## config.mk

```make
export PLATFORM = sky130hd
export DESIGN_NAME = csa_pipe_adder
export DESIGN_NICKNAME = d
export VERILOG_FILES = /design/src/rtl/csa_pipe_adder_pkg.sv /design/src/rtl/csa_pipe_adder_block.sv /design/src/rtl/csa_pipe_adder.sv
export SDC_FILE = /design/constraint.sdc
export NUM_CORES = 1
export LEC_CHECK = 0
export CAP_MARGIN = 20
export CORE_MARGIN = 8
export CORE_UTILIZATION = 51
export DETAILED_ROUTE_END_ITERATION = 12
export GPL_ROUTABILITY_DRIVEN = 0
export GPL_TIMING_DRIVEN = 0
export PLACE_DENSITY = 0.79
export SYNTH_ARGS = -nofsm -noshare
export SYNTH_HDL_FRONTEND = slang
export SYNTH_SLANG_ARGS = --single-unit
```

## constraint.sdc

```tcl
create_clock -name clk -period 4.9 [get_ports clk]
set_input_delay 0.98 -clock clk [delete_from_list [all_inputs] [get_ports clk]]
set_output_delay 0.98 -clock clk [all_outputs]
set_load 0.05 [all_outputs]
```

## src/rtl/csa_pipe_adder_pkg.sv

```systemverilog
`default_nettype none
// ============================================================================
//  Module      : csa_pkg
//  Description : Shared constants, stage-control record and the block-count
//                helper for the pipelined carry-select adder.
//  Revision    : 1.0  initial release
// ============================================================================
package csa_pkg;

    // Default operand width and bits resolved per pipeline stage
    localparam int unsigned c_default_width = 16;
    localparam int unsigned c_default_blk   = 4;

    // Per-stage control record. The data part of a stage (partial sum and
    // skewed a/b remainder) is WIDTH-dependent, so it lives beside this record
    // in the top as packed vectors of the parameterised width.
    typedef struct packed {
        logic valid;   // stage holds a live result
        logic carry;   // carry out of the block this stage resolved
    } csa_stage_t;

    // Number of pipeline stages; degenerate parameters collapse to one stage
    // so elaboration reaches the parameter check instead of dividing by zero.
    function automatic int unsigned csa_nblk(input int unsigned width,
                                             input int unsigned blk);
        if (blk == 0) begin
            return 1;
        end
        if ((width / blk) == 0) begin
            return 1;
        end
        return width / blk;
    endfunction

endpackage
`default_nettype wire

```

## src/rtl/csa_pipe_adder_block.sv

```systemverilog
`default_nettype none
// ============================================================================
//  Module      : csa_block
//  Description : Combinational BLK-bit carry-select block. Two ripple chains
//                precompute the sum for carry-in 0 and 1; c_sel picks one.
//  Revision    : 1.0  initial release
// ============================================================================
module csa_block
    import csa_pkg::*;
#(
    parameter int unsigned BLK = c_default_blk
) (
    input  logic [BLK-1:0] a_blk,
    input  logic [BLK-1:0] b_blk,
    input  logic           c_sel,
    output logic [BLK-1:0] s_blk,
    output logic           c_out
);

    logic [BLK-1:0] w_prop;
    logic [BLK-1:0] w_gen;
    logic [BLK-1:0] w_s0;
    logic [BLK-1:0] w_s1;
    logic [BLK:0]   w_c0;
    logic [BLK:0]   w_c1;

    assign w_prop = a_blk ^ b_blk;
    assign w_gen  = a_blk & b_blk;

    // Both candidate ripple chains, one assuming carry-in 0, one carry-in 1
    always_comb begin
        w_s0    = '0;
        w_s1    = '0;
        w_c0    = '0;
        w_c1    = '0;
        w_c0[0] = 1'b0;
        w_c1[0] = 1'b1;
        for (int i = 0; i < int'(BLK); i++) begin
            w_s0[i]   = w_prop[i] ^ w_c0[i];
            w_c0[i+1] = w_gen[i] | (w_prop[i] & w_c0[i]);
            w_s1[i]   = w_prop[i] ^ w_c1[i];
            w_c1[i+1] = w_gen[i] | (w_prop[i] & w_c1[i]);
        end
    end

    // Late-arriving block carry-in only drives the final select
    always_comb begin
        s_blk = c_sel ? w_s1 : w_s0;
        c_out = c_sel ? w_c1[BLK] : w_c0[BLK];
    end

endmodule
`default_nettype wire

```

## src/rtl/csa_pipe_adder.sv

```systemverilog
`default_nettype none
// ============================================================================
//  Module      : csa_pipe_adder
//  Description : Pipelined carry-select adder, sum = a + b + cin. One stage per
//                BLK-bit block; stage k selects its block sum with the carry
//                registered by stage k-1. Valid/ready on both sides with one
//                global stall. Latency NBLK cycles, one result per cycle.
//                Optional signed-overflow output enabled by CSA_PIPE_OVF_EN.
//  Revision    : 1.0  initial release
// ============================================================================
module csa_pipe_adder
    import csa_pkg::*;
#(
    parameter int unsigned WIDTH = c_default_width,
    parameter int unsigned BLK   = c_default_blk
) (
    input  logic             clk,
    input  logic             rst,
    input  logic             in_valid,
    output logic             in_ready,
    input  logic [WIDTH-1:0] a,
    input  logic [WIDTH-1:0] b,
    input  logic             cin,
    output logic             out_valid,
    input  logic             out_ready,
    output logic [WIDTH-1:0] sum,
    output logic             co
`ifdef CSA_PIPE_OVF_EN
    ,
    output logic             ovf
`endif
);

    localparam int unsigned NBLK = csa_nblk(WIDTH, BLK);
    localparam int unsigned BLK_SAFE = (BLK < 1) ? 1 : BLK;

    if ((BLK < 1) || ((WIDTH % BLK_SAFE) != 0)) begin : g_param_err
        $error("csa_pipe_adder: WIDTH (%0d) must be a positive multiple of BLK (%0d)",
               WIDTH, BLK);
    end

    // Stage outputs, indexed by stage; stage k reads entry k-1
    logic [NBLK-1:0][WIDTH-1:0] w_stg_a;
    logic [NBLK-1:0][WIDTH-1:0] w_stg_b;
    logic [NBLK-1:0][WIDTH-1:0] w_stg_sum;
    csa_stage_t [NBLK-1:0]      w_stg_ctrl;

    // Whole pipe moves together; it can move whenever the output slot frees
    logic w_adv;

    assign w_adv     = !out_valid || out_ready;
    assign in_ready  = w_adv;
    assign out_valid = w_stg_ctrl[NBLK-1].valid;
    assign sum       = w_stg_sum[NBLK-1];
    assign co        = w_stg_ctrl[NBLK-1].carry;

`ifdef CSA_PIPE_OVF_EN
    logic w_last_ovf;
    assign ovf = w_last_ovf;
`endif

    for (genvar k = 0; k < NBLK; k++) begin : g_stage
        logic [WIDTH-1:0] w_src_a;
        logic [WIDTH-1:0] w_src_b;
        logic [WIDTH-1:0] w_src_sum;
        csa_stage_t       w_src_ctrl;
        logic [BLK-1:0]   w_s_blk;
        logic             w_c_blk;
        logic [WIDTH-1:0] w_sum_d;
        csa_stage_t       w_ctrl_d;

        if (k == 0) begin : g_head
            assign w_src_a          = a;
            assign w_src_b          = b;
            assign w_src_sum        = '0;
            assign w_src_ctrl.valid = in_valid;
            assign w_src_ctrl.carry = cin;
        end else begin : g_body
            assign w_src_a    = w_stg_a[k-1];
            assign w_src_b    = w_stg_b[k-1];
            assign w_src_sum  = w_stg_sum[k-1];
            assign w_src_ctrl = w_stg_ctrl[k-1];
        end

        csa_block #(
            .BLK   (BLK)
        ) u_blk (
            .a_blk (w_src_a[k*BLK +: BLK]),
            .b_blk (w_src_b[k*BLK +: BLK]),
            .c_sel (w_src_ctrl.carry),
            .s_blk (w_s_blk),
            .c_out (w_c_blk)
        );

        // Merge this block's resolved bits into the forwarded partial sum
        always_comb begin
            w_sum_d                = w_src_sum;
            w_sum_d[k*BLK +: BLK]  = w_s_blk;
            w_ctrl_d.valid         = w_src_ctrl.valid;
            w_ctrl_d.carry         = w_c_blk;
        end

        if (k < NBLK - 1) begin : g_skew
            logic [WIDTH-1:0] w_a_d;
            logic [WIDTH-1:0] w_b_d;
            logic [WIDTH-1:0] r_a_q;
            logic [WIDTH-1:0] r_b_q;
            logic [WIDTH-1:0] r_sum_q;
            csa_stage_t       r_ctrl_q;

            // Operands travel unmodified so later stages see their blocks
            always_comb begin
                w_a_d = w_src_a;
                w_b_d = w_src_b;
            end

            // Inner stage register: data is don't-care when invalid, so it
            // simply follows the stall
            always_ff @(posedge clk) begin
                if (rst) begin
                    r_a_q    <= '0;
                    r_b_q    <= '0;
                    r_sum_q  <= '0;
                    r_ctrl_q <= '0;
                end else if (w_adv) begin
                    r_a_q    <= w_a_d;
                    r_b_q    <= w_b_d;
                    r_sum_q  <= w_sum_d;
                    r_ctrl_q <= w_ctrl_d;
                end
            end

            assign w_stg_a[k]    = r_a_q;
            assign w_stg_b[k]    = r_b_q;
            assign w_stg_sum[k]  = r_sum_q;
            assign w_stg_ctrl[k] = r_ctrl_q;
        end else begin : g_tail
            logic [WIDTH-1:0] r_sum_q;
            csa_stage_t       r_ctrl_q;
            // Only the top block of the operands is consumed in the last stage
            logic             w_unused_src;

            assign w_unused_src = ^{w_src_a, w_src_b};

`ifdef CSA_PIPE_OVF_EN
            logic w_ovf_d;
            logic r_ovf_q;

            // Same-sign operands producing an opposite-sign sum overflowed
            always_comb begin
                w_ovf_d = (w_src_a[WIDTH-1] == w_src_b[WIDTH-1]) &&
                          (w_sum_d[WIDTH-1] != w_src_a[WIDTH-1]);
            end

            // Overflow flag moves in lockstep with the result register
            always_ff @(posedge clk) begin
                if (rst) begin
                    r_ovf_q <= 1'b0;
                end else if (w_adv && w_ctrl_d.valid) begin
                    r_ovf_q <= w_ovf_d;
                end
            end

            assign w_last_ovf = r_ovf_q;
`endif

            // Output register: visible sum/co change only on a valid result
            always_ff @(posedge clk) begin
                if (rst) begin
                    r_sum_q  <= '0;
                    r_ctrl_q <= '0;
                end else if (w_adv) begin
                    r_ctrl_q.valid <= w_ctrl_d.valid;
                    if (w_ctrl_d.valid) begin
                        r_sum_q        <= w_sum_d;
                        r_ctrl_q.carry <= w_ctrl_d.carry;
                    end
                end
            end

            assign w_stg_a[k]    = '0;
            assign w_stg_b[k]    = '0;
            assign w_stg_sum[k]  = r_sum_q;
            assign w_stg_ctrl[k] = r_ctrl_q;
        end
    end

    // Last-stage skew slots carry nothing
    logic w_unused_tail;
    assign w_unused_tail = ^{w_stg_a[NBLK-1], w_stg_b[NBLK-1]};

endmodule
`default_nettype wire
```

# After elaboration in Yosys (flattened, before gate mapping)
# Cells that the tools add are included.
[word_totals] regBits=144 out_inout_bits=19 in_bits=37
[op_classes] muxes=8 n_reduce_logical=3 bitwise=88
[ops] operator="OR 1 bit" n=28
[ops] operator="bitwise AND 1 bit" n=24
[ops] operator="bitwise XOR 1 bit" n=24
[ops] operator="bitwise AND 4 bit" n=4
[ops] operator="two-way mux 4 bit" n=4
[ops] operator="bitwise XOR 4 bit" n=4
[ops] operator="two-way mux 1 bit" n=4
[ops] operator="inverter 1 bit" n=4
[ops] operator="AND reduction 2 bit" n=1
[ops] operator="zero test 1 bit" n=1
[ops] operator="logical OR 1 bit" n=1

# Depth between registers and ports, before layout
# Gate-level depths: netlist of run 1.
[logic_depth] depth_word=9 depth_mapped=8 ltp_nobuf=8

# Hierarchy
# A second synthesis of run 1 with hierarchy kept.
[hier_totals] hier_cells=480 hier_area_um2=3912.5
[by_module_without_submodules] mod="csa_pipe_adder" seq_area_each_um2=1921.8 instances=1 cells_per_inst=420 area_each_um2=3397.0
[by_module_without_submodules] mod="csa_block" seq_area_each_um2=0.0 instances=4 cells_per_inst=15 area_each_um2=128.9

# Least setup slack after synthesis of run 1
# Ideal clock, no wire load.
[synth_path] kind="input port to flip-flop" start="input port a[0]" end="register g_stage[0].g_skew.r_sum_q[3]" path_stages=8 path_buffers=0 t_arrival_ps=2657 path_slack_ps=2157 required_time_ps=4814 path_cell_list="ha_1 nor2_1 a21oi_1 fa_1 fa_1 inv_1 fa_1 a211oi_1"
[synth_between] elab_chain_len=8 word_cells_on_any_way=14 cone_classes="mux (1); bitwise (13)"
[synth_lines] item="from (decl)" line_no="csa_pipe_adder.sv:21" source="input logic [WIDTH-1:0] a,"
[synth_lines] item="bitwise AND 4 bit / bitwise XOR 4 bit (equally long branches)" line_no="csa_pipe_adder_block.sv:28, csa_pipe_adder_block.sv:27"
[synth_lines] item="OR 1 bit" line_no="csa_pipe_adder_block.sv:42" source="w_c1[i+1] = w_gen[i] | (w_prop[i] & w_c1[i]);"
[synth_lines] item="bitwise AND 1 bit" line_no="csa_pipe_adder_block.sv:42"
[synth_lines] item="OR 1 bit" line_no="csa_pipe_adder_block.sv:42"
[synth_lines] item="bitwise AND 1 bit" line_no="csa_pipe_adder_block.sv:42"
[synth_lines] item="OR 1 bit" line_no="csa_pipe_adder_block.sv:42"
[synth_lines] item="bitwise XOR 1 bit" line_no="csa_pipe_adder_block.sv:41" source="w_s1[i] = w_prop[i] ^ w_c1[i];"
[synth_lines] item="two-way mux 4 bit (*)" line_no="csa_pipe_adder_block.sv:48" source="s_blk = c_sel ? w_s1 : w_s0;"
[synth_lines] item="to (signal assigned)" line_no="csa_pipe_adder.sv:128" source="r_sum_q <= w_sum_d;"
[synth_lines] item="to (decl)" line_no="csa_pipe_adder.sv:108" source="logic [WIDTH-1:0] r_sum_q;"
# Mark *: on every way between the ends. The rest lies on a longest branch, timed or not.
# A chain may end at the register's enable or synchronous reset.

# Worst setup path in the final report of run 1
[layout_path] start="input port out_ready" end="output port in_ready"
[layout_between] elab_chain_len=1
[layout_lines] item="from (decl)" line_no="csa_pipe_adder.sv:25" source="input logic out_ready,"
[layout_lines] item="logical OR 1 bit" line_no="csa_pipe_adder.sv:51" source="assign w_adv = !out_valid || out_ready;"
[layout_lines] item="to (decl)" line_no="csa_pipe_adder.sv:20" source="output logic in_ready,"
# Every way passes these cells.

==> results of run 1 <==
-- tightest hold or removal path: cells and delay by family (launching register included) --
| family | cells | cell delay, ns |
|---|---|---|
| AOI/OAI and AO/OA | 1 | 0.05 |
| DFF | 1 | 0.32 |
| and+or+nand+nor | 1 | 0.05 |
-- per-stage QoR --
stage / std cells / total power [W] / hold WS, ns
5_1_grt: 628 / 0.00161 / 0.471
2_1_floorplan: 460 / 0.000938 / 0.432
4_1_cts: 628 / 0.00156 / 0.460
6_report: 628 / 0.00155 / 0.454
3_3_place_gp: 613 / 0.000993 / 0.438
3_5_place_dp: 613 / 0.000999 / 0.448
-- registers in the layout, indices dropped and copies added (netlist names) --
signal and cells:
g_stage.g_skew.r_a_q 24, g_stage.g_skew.r_b_q 24, g_stage.g_skew.r_sum_q 24, sum 16, g_stage.g_skew.r_ctrl_q 6, co 1
out_valid 1
-- cells by family after synthesis --
family,Yosys count,share of synthesized area (%)
AND/OR/NAND/NOR,165,16.8
buffers and inverters,58,7.52
multiplexers,2,0.519
XOR/XNOR,4,0.908
adder cells (fa/ha/maj),20,8.82
flip-flops,96,49.8
AO/OA/AOI/OAI,115,15.7
-- layout by cell type, fill, tap and decap left out, types with 13 or more instances in the layout --
cell / count
buf_2: 16
o21ai_0: 13
clkdlybuf4s50_1: 54
inv_1: 22
dfxtp_1: 96
nand3_1: 14
nand2_1: 138
a21oi_1: 89
-- layout make-up --
| class | count | area, µm² |
|---|---|---|
| multi-input combinational | 306 | 1650 |
| buffer | 34 | 200 |
| clock buffer | 12 | 155 |
| inverter | 24 | 90.1 |
| tap | 99 | 124 |
| sequential | 96 | 1920 |
| fill | 672 | 2550 |
| timing repair buffer | 54 | 541 |
| clock inverter | 3 | 65.1 |
-- layer usage --
| layer | global-route usage, % | up-vias |
|---|---|---|
| met5 | 0 | - |
| met4 | 8.01 | 0 |
| met3 | 2.77 | 17 |
| met2 | 30.1 | 89 |
| met1 | 21.8 | 1514 |
| li1 | - | 1613 |
-- worst paths after layout --
path / endpoint / from / slack (ns)
max: in_ready / out_ready / 1.16
min: g_stage[0].g_skew.r_b_q[13]$_SDFFE_PP0N_ / g_stage[0].g_skew.r_b_q[13]$_SDFFE_PP0N_ / 0.45
max reg2reg: sum[15]$_SDFFE_PP0P_ / g_stage[2].g_skew.r_a_q[12]$_SDFFE_PP0N_ / 2.67
min reg2reg: g_stage[0].g_skew.r_b_q[13]$_SDFFE_PP0N_ / g_stage[0].g_skew.r_b_q[13]$_SDFFE_PP0N_ / 0.45
-- power by group --
group | total [W] | internal, W | switching (W)
Combinational | 0.000140 | 0.0000682 | 0.0000719
Clock | 0.000568 | 0.000312 | 0.000256
Sequential | 0.000843 | 0.000819 | 0.0000237
==> qor.csv, run 1 <==
metric,value,unit
p_leak,1.85,nW
worstSetupPathDepth,5,
finalHoldViolCount,0,
initial_core_util,52.9,%
cpLargestDelayFamily,buffers and inverters,
core_region_area,7290,µm²
setup_violations,0,
num_vias,3233,
max_stage_delay,0.85,ns
routed.top_layer,met4,
worst_ep_arrival_time,2.76,ns
fin_skew,0.0111,ns
post-synth-top-area-cell,dfxtp_1,
wirelength,8930,µm
antenna_found_initial,0,
track_usage,17.8,%
start_kind,input port,
report.final.slew_viol_count,0,
dp_hpwl,6610,µm
hold_path_class,flip-flop to flip-flop,
placed_cell_area,4520,µm²
cp_common_cell,clkdlybuf4s50_1,
final.min_clock_period,3.74,ns
die_area,10600,µm²
io_pins,56,
syn-num-nets,517,
critPathSlowestCell,clkdlybuf4s50_1,
endpoint_kind,output port,
avgRoutedWirePerCell,14.2,µm
required,3.92,ns
drtPass1Iterations,4,
ant_nets,0,
yosys_most_used_dff,dfxtp_1,
ys_warn_count,0,
syn_area,3860,µm²
cts.reportedPaths.clkPinSlew,0.08,ns
stdcell_area,4740,µm²
critical_path_buf_inv_count,4,
portBuffers,54,
clk_latency,0.36,ns
n_antenna_cell,0,
areaGrowthSynthToFinish,22.9,%
synth.most_common_cell,nand2_1,
worstSetupPathType,input port to output port,
max_slew_margin,61.9,%
final_nets,582,
grt_pass1_vias,3094,
drtIter0Drc,134,
ys_top_cells_by_count,"138 x nand2_1, 96 x dfxtp_1, 89 x a21oi_1",
drc,0,
path_cells,clkdlybuf4s50_1 -> nor2b_4 -> inv_2 -> buf_2 -> clkdlybuf4s50_1,
synth_edf_count,0,
layout_setup_ws,1.16,ns
p_per_area,327,nW/µm²
max_cap_viol_count,0,
cts_buffers,9,
status,"complete, no violations",
synth-async-reset-ratio,0,%
utilization,65.1,%
avgSynthCellArea,8.39,µm²
fp.dieH,103,µm
hold_path_depth,2,
met1_length,3850,µm
cts_num_sinks,96,
rr_worst_depth,8,
post_synth_num_cell_types,19,
dieWidth,103,µm
drive_gt1_share,8.51,%
fmax,268,MHz
viasPerCell,5.15,
yosys-top-cells-area,"dfxtp_1 50%, nand2_1 13%, a21oi_1 12%",
worst_pin_slew,0.572,ns
route.met2.wl,4350,µm
grt_pass1_wl,14600,µm
dp_slack,1.16,ns
grt_overflow,0,
seq_area_frac_synth,49.8,%
dr_wl_met3,565,µm
post_cts_buffers,0,
grt_max_degree,15,
crit_path_max_fanout,10,
cts_max_path_buffers,2,
cts_max_level,3,
synth_seq_cells,96,
rsz0062_at_grt,false,
peakVddDrop,183,µV
setup_tns,0,ns
synthCells,460,
cts-resized-gates,0,
yosysTopAreaCellShare,49.8,%
tritoncts,done,
hold_buffers,0,
fin_crit_sh,76.3,%
std_cell_rows,31,
root_buffer,clkbuf_8,
Note: power is estimated with default switching activity, not from simulation.
==> run 2: changes to the inputs <==
==> constraint.sdc (replaced) <==
create_clock -name clk -period 3.7 [get_ports clk]
set_input_delay 0.74 -clock clk [delete_from_list [all_inputs] [get_ports clk]]
set_output_delay 0.74 -clock clk [all_outputs]
set_load 0.05 [all_outputs]
==> results of run 2 <==
Same layout as run 1 (identical final DEF). Status: complete, no violations.
Among the figures that moved: setup slack after placement 1.16 ns -> 0.438 ns; setup slack after layout 1.16 ns -> 0.444 ns; register-to-register setup slack 2.67 ns -> 1.47 ns; total power 0.00155 W -> 0.00205 W; worst IR drop on VDD 183 µV -> 243 µV
